<file path="config.mk">
export PLATFORM = sky130hd
export DESIGN_NAME = noc_node_injector
export DESIGN_NICKNAME = d
export VERILOG_FILES = /design/src/rtl/noc_node_injector.sv
export SDC_FILE = /design/constraint.sdc
export NUM_CORES = 1
export LEC_CHECK = 0
export CORE_UTILIZATION = 53
export CTS_BUF_LIST = sky130_fd_sc_hd__clkbuf_4 sky130_fd_sc_hd__clkbuf_8
export DETAILED_ROUTE_END_ITERATION = 10
export HOLD_SLACK_MARGIN = 0.06
export MAX_ROUTING_LAYER = met4
export PLACE_DENSITY_LB_ADDON = 0.15
export SLEW_MARGIN = 0
export SYNTH_ARGS = -nofsm -noshare
export SYNTH_HDL_FRONTEND = slang
export SYNTH_SLANG_ARGS = --single-unit
</file>
<file path="constraint.sdc">
create_clock -name clk -period 3.7 [get_ports clk]
set_input_delay 0.74 -clock clk [delete_from_list [all_inputs] [get_ports clk]]
set_output_delay 0.74 -clock clk [all_outputs]
set_load 0.02 [all_outputs]
</file>
<file path="src/rtl/noc_node_injector.sv">
// noc_node_injector: PE-side injection interface for one mesh node. Buffers requests and emits
// each one as a HEAD/TAIL flit pair. Define NOC_INJ_PARITY_EN to append an even-parity MSB.
module noc_node_injector #(
  parameter int unsigned DATA_W     = 32,
  parameter int unsigned COORD_W    = 2,
  parameter int unsigned FIFO_DEPTH = 4,
  parameter int unsigned SRC_X      = 0,
  parameter int unsigned SRC_Y      = 0,
`ifdef NOC_INJ_PARITY_EN
  localparam int unsigned FLIT_W    = DATA_W + 3
`else
  localparam int unsigned FLIT_W    = DATA_W + 2
`endif
) (
  input  logic               clk,
  input  logic               rst,
  input  logic               pe_valid,
  output logic               pe_ready,
  input  logic [COORD_W-1:0] pe_dst_x,
  input  logic [COORD_W-1:0] pe_dst_y,
  input  logic [DATA_W-1:0]  pe_data,
  output logic               pe_err,
  output logic               flit_valid,
  input  logic               flit_ready,
  output logic [FLIT_W-1:0]  flit_data,
  output logic               pkt_sent
);

  localparam int unsigned PTR_W   = (FIFO_DEPTH > 1) ? $clog2(FIFO_DEPTH) : 1;
  localparam int unsigned ENTRY_W = DATA_W + 2 * COORD_W;
  localparam int unsigned PAD_W   = DATA_W - 4 * COORD_W - 8;

  localparam logic [COORD_W-1:0] SrcX      = COORD_W'(SRC_X);
  localparam logic [COORD_W-1:0] SrcY      = COORD_W'(SRC_Y);
  localparam logic [1:0]         TypeHead  = 2'b01;
  localparam logic [1:0]         TypeTail  = 2'b10;
  localparam logic [PTR_W:0]     FullCount = (PTR_W + 1)'(FIFO_DEPTH);

  typedef enum logic [1:0] {StIdle, StHead, StTail} state_e;

  // Request FIFO: entry = {dst_y, dst_x, data}
  logic [ENTRY_W-1:0] mem_q [FIFO_DEPTH];
  logic [PTR_W-1:0]   wr_ptr_q, rd_ptr_q;
  logic [PTR_W:0]     count_q;
  logic               push, pop, fifo_empty, self_addr;
  logic [ENTRY_W-1:0] head_entry;
  logic               pe_err_q;

  state_e             state_q, state_d;
  logic [FLIT_W-1:0]  flit_q, flit_d;
  logic [DATA_W-1:0]  payload_q, payload_d;
  logic [7:0]         seq_q, seq_d;

  function automatic logic [FLIT_W-1:0] make_flit(input logic [1:0]        typ,
                                                   input logic [DATA_W-1:0] body);
`ifdef NOC_INJ_PARITY_EN
    return {^{typ, body}, typ, body};
`else
    return {typ, body};
`endif
  endfunction

  function automatic logic [DATA_W-1:0] head_body(input logic [7:0]         seq,
                                                  input logic [ENTRY_W-1:0] entry);
    return {{PAD_W{1'b0}}, seq, SrcY, SrcX,
            entry[DATA_W+COORD_W +: COORD_W], entry[DATA_W +: COORD_W]};
  endfunction

  assign fifo_empty = (count_q == '0);
  assign pe_ready   = (count_q != FullCount);
  assign self_addr  = (pe_dst_x == SrcX) && (pe_dst_y == SrcY);
  assign push       = pe_valid & pe_ready & ~self_addr;
  assign head_entry = mem_q[rd_ptr_q];

  always_ff @(posedge clk) begin
    if (push) begin
      mem_q[wr_ptr_q] <= {pe_dst_y, pe_dst_x, pe_data};
    end
  end

  always_ff @(posedge clk or posedge rst) begin
    if (rst) begin
      wr_ptr_q <= '0;
      rd_ptr_q <= '0;
      count_q  <= '0;
      pe_err_q <= 1'b0;
    end else begin
      if (push) wr_ptr_q <= wr_ptr_q + 1'b1;
      if (pop)  rd_ptr_q <= rd_ptr_q + 1'b1;
      if (push && !pop) begin
        count_q <= count_q + 1'b1;
      end else if (!push && pop) begin
        count_q <= count_q - 1'b1;
      end
      // Self-addressed requests are handshaken but dropped
      pe_err_q <= pe_valid & pe_ready & self_addr;
    end
  end

  always_comb begin
    state_d   = state_q;
    flit_d    = flit_q;
    payload_d = payload_q;
    seq_d     = seq_q;
    pop       = 1'b0;
    pkt_sent  = 1'b0;
    unique case (state_q)
      StIdle: begin
        if (!fifo_empty) begin
          pop       = 1'b1;
          payload_d = head_entry[DATA_W-1:0];
          flit_d    = make_flit(TypeHead, head_body(seq_q, head_entry));
          state_d   = StHead;
        end
      end
      StHead: begin
        if (flit_ready) begin
          flit_d  = make_flit(TypeTail, payload_q);
          state_d = StTail;
        end
      end
      StTail: begin
        if (flit_ready) begin
          pkt_sent = 1'b1;
          seq_d    = seq_q + 8'd1;
          // Chain straight into the next HEAD so packets go out back-to-back
          if (!fifo_empty) begin
            pop       = 1'b1;
            payload_d = head_entry[DATA_W-1:0];
            flit_d    = make_flit(TypeHead, head_body(seq_d, head_entry));
            state_d   = StHead;
          end else begin
            flit_d  = '0;
            state_d = StIdle;
          end
        end
      end
      default: begin
        flit_d  = '0;
        state_d = StIdle;
      end
    endcase
  end

  always_ff @(posedge clk or posedge rst) begin
    if (rst) begin
      state_q   <= StIdle;
      flit_q    <= '0;
      payload_q <= '0;
      seq_q     <= '0;
    end else begin
      state_q   <= state_d;
      flit_q    <= flit_d;
      payload_q <= payload_d;
      seq_q     <= seq_d;
    end
  end

  assign flit_valid = (state_q != StIdle);
  assign flit_data  = flit_q;
  assign pe_err     = pe_err_q;

endmodule

</file>
==> Word level (Yosys, flattened, before mapping) <==
Memory sizes are Yosys's and may differ from the RTL's.
Index checks and enable logic that the tools add are counted.
Widths: inputs -> output; s select.
{ "word_totals": {"reg_bits": 84, "ramBits": 144, "in_bits": 40, "out_inout_bits": 38, "wordCells": 61, "n_memories": 1} }
{ "mem_list": {"columns": ["memory", "depth", "width", "rd", "rd_ports_with_merged_regs", "write_ports", "line", "source"], "rows": [
  ["mem_q", 4, 36, 1, 0, 1, "42", "logic [ENTRY_W-1:0] mem_q [FIFO_DEPTH];"]
]} }
{ "classes": {"addsub": 5, "n_eq_ne": 6, "muxes": 22, "bitwise_logic": 4, "reduce_logical": 15} }
{ "ops": {"columns": ["operator", "n"], "rows": [
  ["$mux 34", 3],
  ["$pmux 34 s3", 1],
  ["$mux 32", 2],
  ["$pmux 32 s2", 1],
  ["$mux 33", 1],
  ["$add 8x1->8 const B", 1],
  ["$mux 1", 7],
  ["$logic_not 2->1", 3],
  ["$mux 2", 3],
  ["$mux 3", 2],
  ["$ne 2x2->1 const B", 3],
  ["$pmux 2 s3", 1],
  ["$reduce_bool 2->1", 3],
  ["$add 2x1->2 const B", 2],
  ["$reduce_and 2->1", 2],
  ["$add 3x1->3 const B", 1],
  ["$and 1x1->1", 3],
  ["$logic_and 1x1->1", 3],
  ["$logic_not 3->1", 1],
  ["$ne 3x3->1 const B", 1],
  ["$reduce_and 3->1", 1],
  ["$sub 3x1->3 const B", 1],
  ["$eq 2x1->1 const B", 1],
  ["$eq 2x2->1 const B", 1],
  ["other kinds (3)", 4]
]} }

==> Logic depth before layout (Yosys ltp) <==
Gate-level depths: netlist (run 1).
{ "depth": {"depth_word": 8, "depth_mapped": 12, "depth_no_buf": 9} }

==> Worst setup path after synthesis (run 1) <==
OpenSTA, ideal clock, no wires.
{ "synth_timing": {"path_type": "input to register", "start": "input flit_ready", "end": "register count_q[1]", "setup_ps": 125, "arrival_ps": 2536, "required_ps": 3575, "setup_slack_ps": 1039, "stages": 10, "path_buffers": 3, "cell_sequence": "clkbuf_1 > nand2b_1 > and3b_4 > buf_6 > buf_6 > inv_1 > ha_1 > inv_1 > fa_1 > mux2_2"} }
{ "synth_via": {"elab_chain_len": 5, "word_cells_on_any_way": 7, "cone_classes": "mux (3); reduce/logical (4)"} }
{ "synth_rtl": {"columns": ["element", "line", "source"], "rows": [
  ["start, declared", "24", "input logic flit_ready,"],
  ["$mux 1 *", "123", "if (flit_ready) begin"],
  ["$pmux 1 s2 *", "107", "unique case (state_q)"],
  ["$logic_not 1->1", "90", "if (push && !pop) begin"],
  ["$logic_and 1x1->1", "90", null],
  ["$mux 3 / $reduce_bool 2->1 (equally long branches)", null, null],
  ["end signal, assigned", "91", "count_q <= count_q + 1'b1;"],
  ["end signal, assigned", "93", "count_q <= count_q - 1'b1;"],
  ["end, declared", "44", "logic [PTR_W:0] count_q;"]
]} }
Mark *: on every way between the ends. The rest lies on a longest branch, timed or not.
A chain may end at the register's enable or synchronous reset.

==> Worst setup path in the final report (run 1) <==
{ "layout_timing": {"start": "register state_q[1]", "end": "output pkt_sent"} }
{ "layout_via": {"elab_chain_len": 2} }
{ "layout_rtl": {"columns": ["element", "line", "source"], "rows": [
  ["start, declared", "49", "state_e state_q, state_d;"],
  ["start signal, assigned", "147", "state_q <= StIdle;"],
  ["start signal, assigned", "152", "state_q <= state_d;"],
  ["$eq 2x2->1", "107", null],
  ["$mux 1", "107", null],
  ["end, declared", "26", "output logic pkt_sent"]
]} }
Every way passes these cells.

==> summary.md, run 1 <==
| Metric | Value |
|---|---|
| Total grt overflow | 0 |
| Ys flop type | edfxtp_1 |
| Final Max Slew Viols | 0 |
| Slew @ Worst Pin | 1.01 ns |
| Most used cells in the layout excluding fill and tap cells | 144 x edfxtp_1, 80 x dfrtp_1, 77 x clkdlybuf4s50_1, 43 x clkbuf_8, 36 x mux4_2 |
| Via density per instance | about 5.6 |
| Fmax | slightly above 300 MHz |
| Final Hold Fails | 0 |
| Status | completed |
| CTS Buf Count | 37 |
| Number of flops mapped to enable cells by yosys | 144 |
| Root Driver | clkbuf_8 |
| Die ar. | about 0.017 mm2 |
| Die width | 130 um |
| First-pass GRT wire length | roughly 25000 um |
| Clock Latency Late Sink | 0.51 ns |
| Row count | 46 |
| Setup TNS Final | 0 ns |
| Fraction of registers with async set/reset | 36.3% |
| Switching part of the total power | 30.4% |
| P_leak | 0.00394 uW |
| DRT iter0 DRCs | between 200 and 300 |
| Crit path launch type | register |
| Setup-failing EPs final | 0 |
| Syn_nets | 514 |
| Worst clock skew | 0.0184 ns |
| Distinct cells, synth | 50 |
| Sequential share of the synthesized area | 73.1% |
| Dpl cell area | 0.00978 mm2 |
| Final Routed Wirelength | 16300 um |
| Vias in the first global route | 4691 |
| Slack of the critical path | 0.452 ns |
| Ant. Diodes | 0 |
| Total GRT Usage | 21.3% |
| Combinational Power Share | a little under a third |
| Die height | 130 um |
| IO Count | between 70 and 80 |
| Initial Util | 54.5% |
| Avg Cell Area, Syn | 18.7 um2 |
| Critical Path AT | ~2.5 ns |
| DRC Markers | 0 |
| Core Box Area | between 0.015 and 0.02 mm2 |
| Clock transition at the registers of the reported paths | 0.06 ns |
| Post_cts resized | 0 |
| Yosys warns | 0 |
| CTS tree | built |
| Max VDD drop | approximately 420 uV |
| Initial antenna violation count | 0 |
| Worst hold slack | about 0.47 ns |
| RSZ-0062 raised after global routing | false |
| NetSw | 2700 uW |
| Most common cell after layout, fill and taps aside | edfxtp_1 |
| I/O Buffers | a little under 80 |
| Clock tree buffer depth | 3 |
| Final min period | 3.25 ns |
| #FFs+latches synth | roughly 230 |
| DR WL/cell | 20.0 um |
| Clock sink total | 226 |
| Final net count | 616 |
| Critical path fanouts, max | 25 |
| Setup crit end kind | output pin |
| CTS Hold Bufs | 0 |
| Clock power share | 24.7% |
| Vias | 4549 |
| H-tree levels | 2 |
| Slew headroom | 32.9% |
| Pwr dens | about 840 mW/mm2 |
| Post-route cell area | 0.0105 mm2 |
| Required @ worst endpoint | 2.96 ns |
| Worst Setup Path Type | reg2out |
| Largest net degree at the start of global routing | 83 |
| Synth Cell Area | roughly 0.0087 mm2 |
| Place WS | 0.509 ns |
| Final Wtd Congestion | ~0.9 |
| Layout cells sized above 1 | a little over a quarter |
| P_int | a little over 6000 uW |
| Worst hold path class | reg2reg |
| Max-cap violation count | 0 |
| HPWL after detailed placement | 8920 um |
| Layout area overhead | 20.9% |
| Setup Fix Bufs, Post-CTS | 0 |
| Initial DRT Pass Iterations | 4 |
| Reg power frac | between 40% and 50% |
| Period utilisation layout | between 80% and 90% |
| Post-route ant nets | 0 |
| Gate Count Post-Synth | 467 |
layer usage:
metal  vias up  global-route usage (%)  share of wire [%]
met3        20                    5.04                5.3
li1       2039                       -                  -
met4         0                    6.77                1.3
met2       111                    34.1                 50
met1      2379                    27.1                 43
met5         -                       -                  0
final timing paths:
kind,start,to,slack [ns],cells after the start
max,state_q[1]$_DFFE_PP0P_,pkt_sent,0.45,3
min,flit_data[1]$_DFFE_PP0P_,flit_data[1]$_DFFE_PP0P_,0.47,2
max reg2reg,state_q[1]$_DFFE_PP0P_,count_q[2]$_DFFE_PP0P_,1.18,9
min reg2reg,flit_data[1]$_DFFE_PP0P_,flit_data[1]$_DFFE_PP0P_,0.47,2
max in group asynchronous,rst,rd_ptr_q[0]$_DFFE_PP0P_,2.65,3
min in group asynchronous,rst,flit_data[8]$_DFFE_PP0P_,0.66,3
critical path, stage by stage (launching register included):
cell	delay (ns)
dfrtp_1	0.81
nand3b_1	0.33
inv_1	0.24
clkdlybuf4s50_1	0.63
registers in the layout, summed over array words and instances (netlist names):
register and cells:
count_q 3, flit_data 32, mem_q 144, payload_q 32, pe_err 1, rd_ptr_q 2
seq_q 8, state_q 2, wr_ptr_q 2
synthesized netlist by cell type, drive strengths merged, types with 2 or more instances:
master,count,area share (%)
xnor2,8,0.80
nand2,23,0.99
and2,4,0.29
a21oi,3,0.17
nand3,2,0.11
a31oi,2,0.14
buf,16,1.1
nor3,4,0.23
nor4b,2,0.20
nor2,13,0.56
a221o,3,0.34
o21ai,5,0.29
ha,6,0.86
and3,4,0.29
edfxtp,144,50
dfrtp,82,24
mux2i,4,0.46
clkbuf,7,0.30
nor2b,3,0.22
a22oi,4,0.34
mux2,34,4.5
xor2,8,0.80
a22o,20,2.0
inv,8,0.34
or3b,2,0.20
mux4,36,9.3
power groups by stage:
stage          clock network (uW)  logic (uW)  registers [uW]
3_5_place_dp                    0        2720            4060
5_1_grt                      2360        2920            4090
4_1_cts                      2250        2730            4010
2_1_floorplan                   0        1850            3940
3_3_place_gp                    0        2670            4030
6_report                     2200        2690            3990
through the flow:
stage	total power, uW	utilization [%]	std cells
2_1_floorplan	5790	-	467
3_3_place_gp	6700	61.1	746
3_5_place_dp	6780	61.1	746
4_1_cts	8990	65.9	813
5_1_grt	9360	65.9	813
6_report	8870	65.9	813
logic make-up (layout without fill, tap and decap cells):
group / Yosys count / after routing / synth area share [%]
AO/OA/AOI/OAI: 47 / 47 / 4.29
XOR/XNOR: 16 / 16 / 1.61
adder cells (fa/ha/maj): 7 / 7 / 1.09
buffers and inverters: 31 / 161 / 1.76
flip-flops: 226 / 226 / 73.1
multiplexers: 74 / 74 / 14.3
AND/OR/NAND/NOR: 66 / 66 / 3.90
cell type report:
class                      count  area, um2
clock buffer                  65        757
clock inverter                 2       12.5
fill                        1173       5460
inverter                       8       31.3
multi-input combinational    210       2220
sequential                   226       6380
tap                          216        270
timing repair buffer          86        876
No activity file was read; power rests on OpenSTA's default activity.
==> inputs of run 2 (changes only) <==
--- a/config.mk
+++ b/config.mk
@@ -9,7 +9,6 @@
 export CTS_BUF_LIST = sky130_fd_sc_hd__clkbuf_4 sky130_fd_sc_hd__clkbuf_8
 export DETAILED_ROUTE_END_ITERATION = 10
 export HOLD_SLACK_MARGIN = 0.06
-export MAX_ROUTING_LAYER = met4
 export PLACE_DENSITY_LB_ADDON = 0.15
 export SLEW_MARGIN = 0
 export SYNTH_ARGS = -nofsm -noshare
==> constraint.sdc (replaced) <==
create_clock -name clk -period 3.1 [get_ports clk]
set_input_delay 0.62 -clock clk [delete_from_list [all_inputs] [get_ports clk]]
set_output_delay 0.62 -clock clk [all_outputs]
set_load 0.02 [all_outputs]
==> summary.md, run 2 (same netlist as run 1, synthesis figures left out) <==
| Metric | Value |
|---|---|
| Final min period | 2.88 ns |
| Hold EP | flit_data[0]$_DFFE_PP0P_ |
| Worst hold slack | 0.464 ns |
| Root Driver | clkbuf_8 |
| CTS tree | built |
| Worst hold path class | reg2reg |
| Final Max Slew Viols | 0 |
| Final non-filler cell total | 819 |
| Via density per instance | between 5 and 6 |
| Setup crit end kind | output pin |
| Placed instance count | 750 |
| HPWL after detailed placement | approximately 9700 um |
| H-tree levels | 2 |
| Critical-path cell list | clkdlybuf4s50_1, nand3b_1, inv_1, clkdlybuf4s50_1 |
| Core Box Area | 0.0160 mm2 |
| Final Hold Fails | 0 |
| Setup Fix Bufs, Post-CTS | 0 |
| Final Wtd Congestion | about 0.83 |
| CTS Hold Bufs | 0 |
| Final Routed Wirelength | ~16000 um |
| DR WL/cell | 20.1 um |
| Ant. Diodes | 0 |
| Dpl cell area | 0.00979 mm2 |
| Max reg flops | 144 |
| DRC Markers | 0 |
| Post_cts resized | 0 |
| Worst path max stage delay | 0.62 ns |
| Fmax | 347 MHz |
| Clock tree buffer depth | 3 |
| Layout cells sized above 1 | 27.2% |
| Clock Latency Late Sink | around 0.52 ns |
| Row count | 46 |
| Initial Util | 54.5% |
| CP top delay family | buffers and inverters |
| Final net count | 621 |
| Top reg by flops | mem_q |
| CTS Buf Count | 38 |
| Post-route ant nets | 0 |
| Period utilisation layout | between 90 and 100% |
| Max stage delay cell, worst path | clkdlybuf4s50_1 |
| Crit path launch type | primary input |
| Most used cells in the layout excluding fill and tap cells | 144 x edfxtp_1, 80 x dfrtp_1, 77 x clkdlybuf4s50_1, 46 x clkbuf_8, 36 x mux4_2 |
| Largest net degree at the start of global routing | 83 |
| Critical Path AT | 2.26 ns |
| Hold path cells | 2 |
| Layout area overhead | 21.6% |
| Reg2Reg Setup Slack | roughly 0.63 ns |
| DRT iter0 DRCs | ~210 |
| CP dominant cell by count | clkdlybuf4s50_1 |
| RSZ-0062 raised after global routing | false |
| P_leak | just under 0.004 uW |
| HP Start | flit_data[0]$_DFFE_PP0P_ |
| Max-cap violation count | 0 |
| CP bufs+invs | 3 |
| Worst clock skew | 0.0152 ns |
| Total grt overflow | 0 |
| Slew @ Worst Pin | 1.11 ns |
| Reg2reg end | mem_q[3][10]$_DFFE_PP_ |
| Worst reg2reg path startpoint | count_q[0]$_DFFE_PP0P_ |
| Vias | 4564 |
| Slew headroom | 25.9% |
| Die ar. | 0.0170 mm2 |
| Initial DRT Pass Iterations | 4 |
| Die width | 130 um |
| First-pass GRT wire length | about 26000 um |
| Max VDD drop | 534 uV |
| Post-layout util | about two thirds |
| Worst Setup Path Type | in2out |
| Initial antenna violation count | 0 |
| Clock transition at the registers of the reported paths | ~0.050 ns |
| Post-route cell area | 0.0106 mm2 |
| Most common cell after layout, fill and taps aside | edfxtp_1 |
| Setup TNS Final | 0 ns |
| Pwr dens | 1010 mW/mm2 |
| Setup-failing EPs final | 0 |
| Worst-case reg-to-reg path depth | 4 |
| Total GRT Usage | 20.7% |
| Status | completed |
| Die height | approximately 130 um |
| Critical path fanouts, max | 10 |
| Vias in the first global route | between 4k and 5k |
| IO Count | 78 |
| Required @ worst endpoint | 2.48 ns |
| Clock sink total | 226 |
| I/O Buffers | 77 |
-- run 2: changes by cell type in the layout (fill, tap and decap cells not counted), sizes merged --
cell | before | now
buf | 9 | 13
bufinv | 0 | 1
clkbuf | 65 | 60
clkinv | 2 | 7
inv | 8 | 9
-- run 2: how the worst max path moves through the flow --
stage	from	end	depth (start not counted)
after floorplan	rst	count_q[0]$_DFFE_PP0P_	1
after global placement	pe_dst_x[0]	mem_q[1][26]$_DFFE_PP_	4
after detailed placement	pe_dst_x[1]	mem_q[3][26]$_DFFE_PP_	4
after CTS	flit_ready	pkt_sent	4
after global routing	state_q[1]$_DFFE_PP0P_	pkt_sent	3
final	flit_ready	pkt_sent	4
-- run 2: worst min-delay path: stages, from the launching register on --
cell	delay (ns)
dfrtp_1	0.34
nand2_1	0.05
nand2_1	0.04
-- run 2: routing by layer --
| layer | wire [um] | vias up | track usage, % |
|---|---|---|---|
| met1 | 7300 | 2377 | 27.9 |
| met2 | 8120 | 106 | 33.4 |
| li1 | - | 2053 | - |
| met5 | 0 | - | 0 |
| met4 | 291 | 0 | 7.73 |
| met3 | 738 | 28 | 4.55 |
-- run 2: final cells by class --
type,instances,area [um2]
Clock buffer,60,738
Clock inverter,9,75.1
Fill cell,1124,5390
Inverter,8,31.3
Multi-Input combinational cell,210,2220
Sequential cell,226,6380
Tap cell,216,270
Timing Repair Buffer,90,893
-- run 2: power by group --
part	internal [uW]	total, uW	switching, uW
logic	1720	3370	1650
clock network	1600	2750	1150
registers	4120	4620	495
-- run 2: stage by stage --
step / worst slack [ns] / total power, uW
6_report: 0.218 / 10700
3_3_place_gp: 0.164 / 7990
5_1_grt: 0.141 / 11300
3_5_place_dp: 0.0753 / 8090
2_1_floorplan: 0.372 / 6910
4_1_cts: 0.227 / 10900
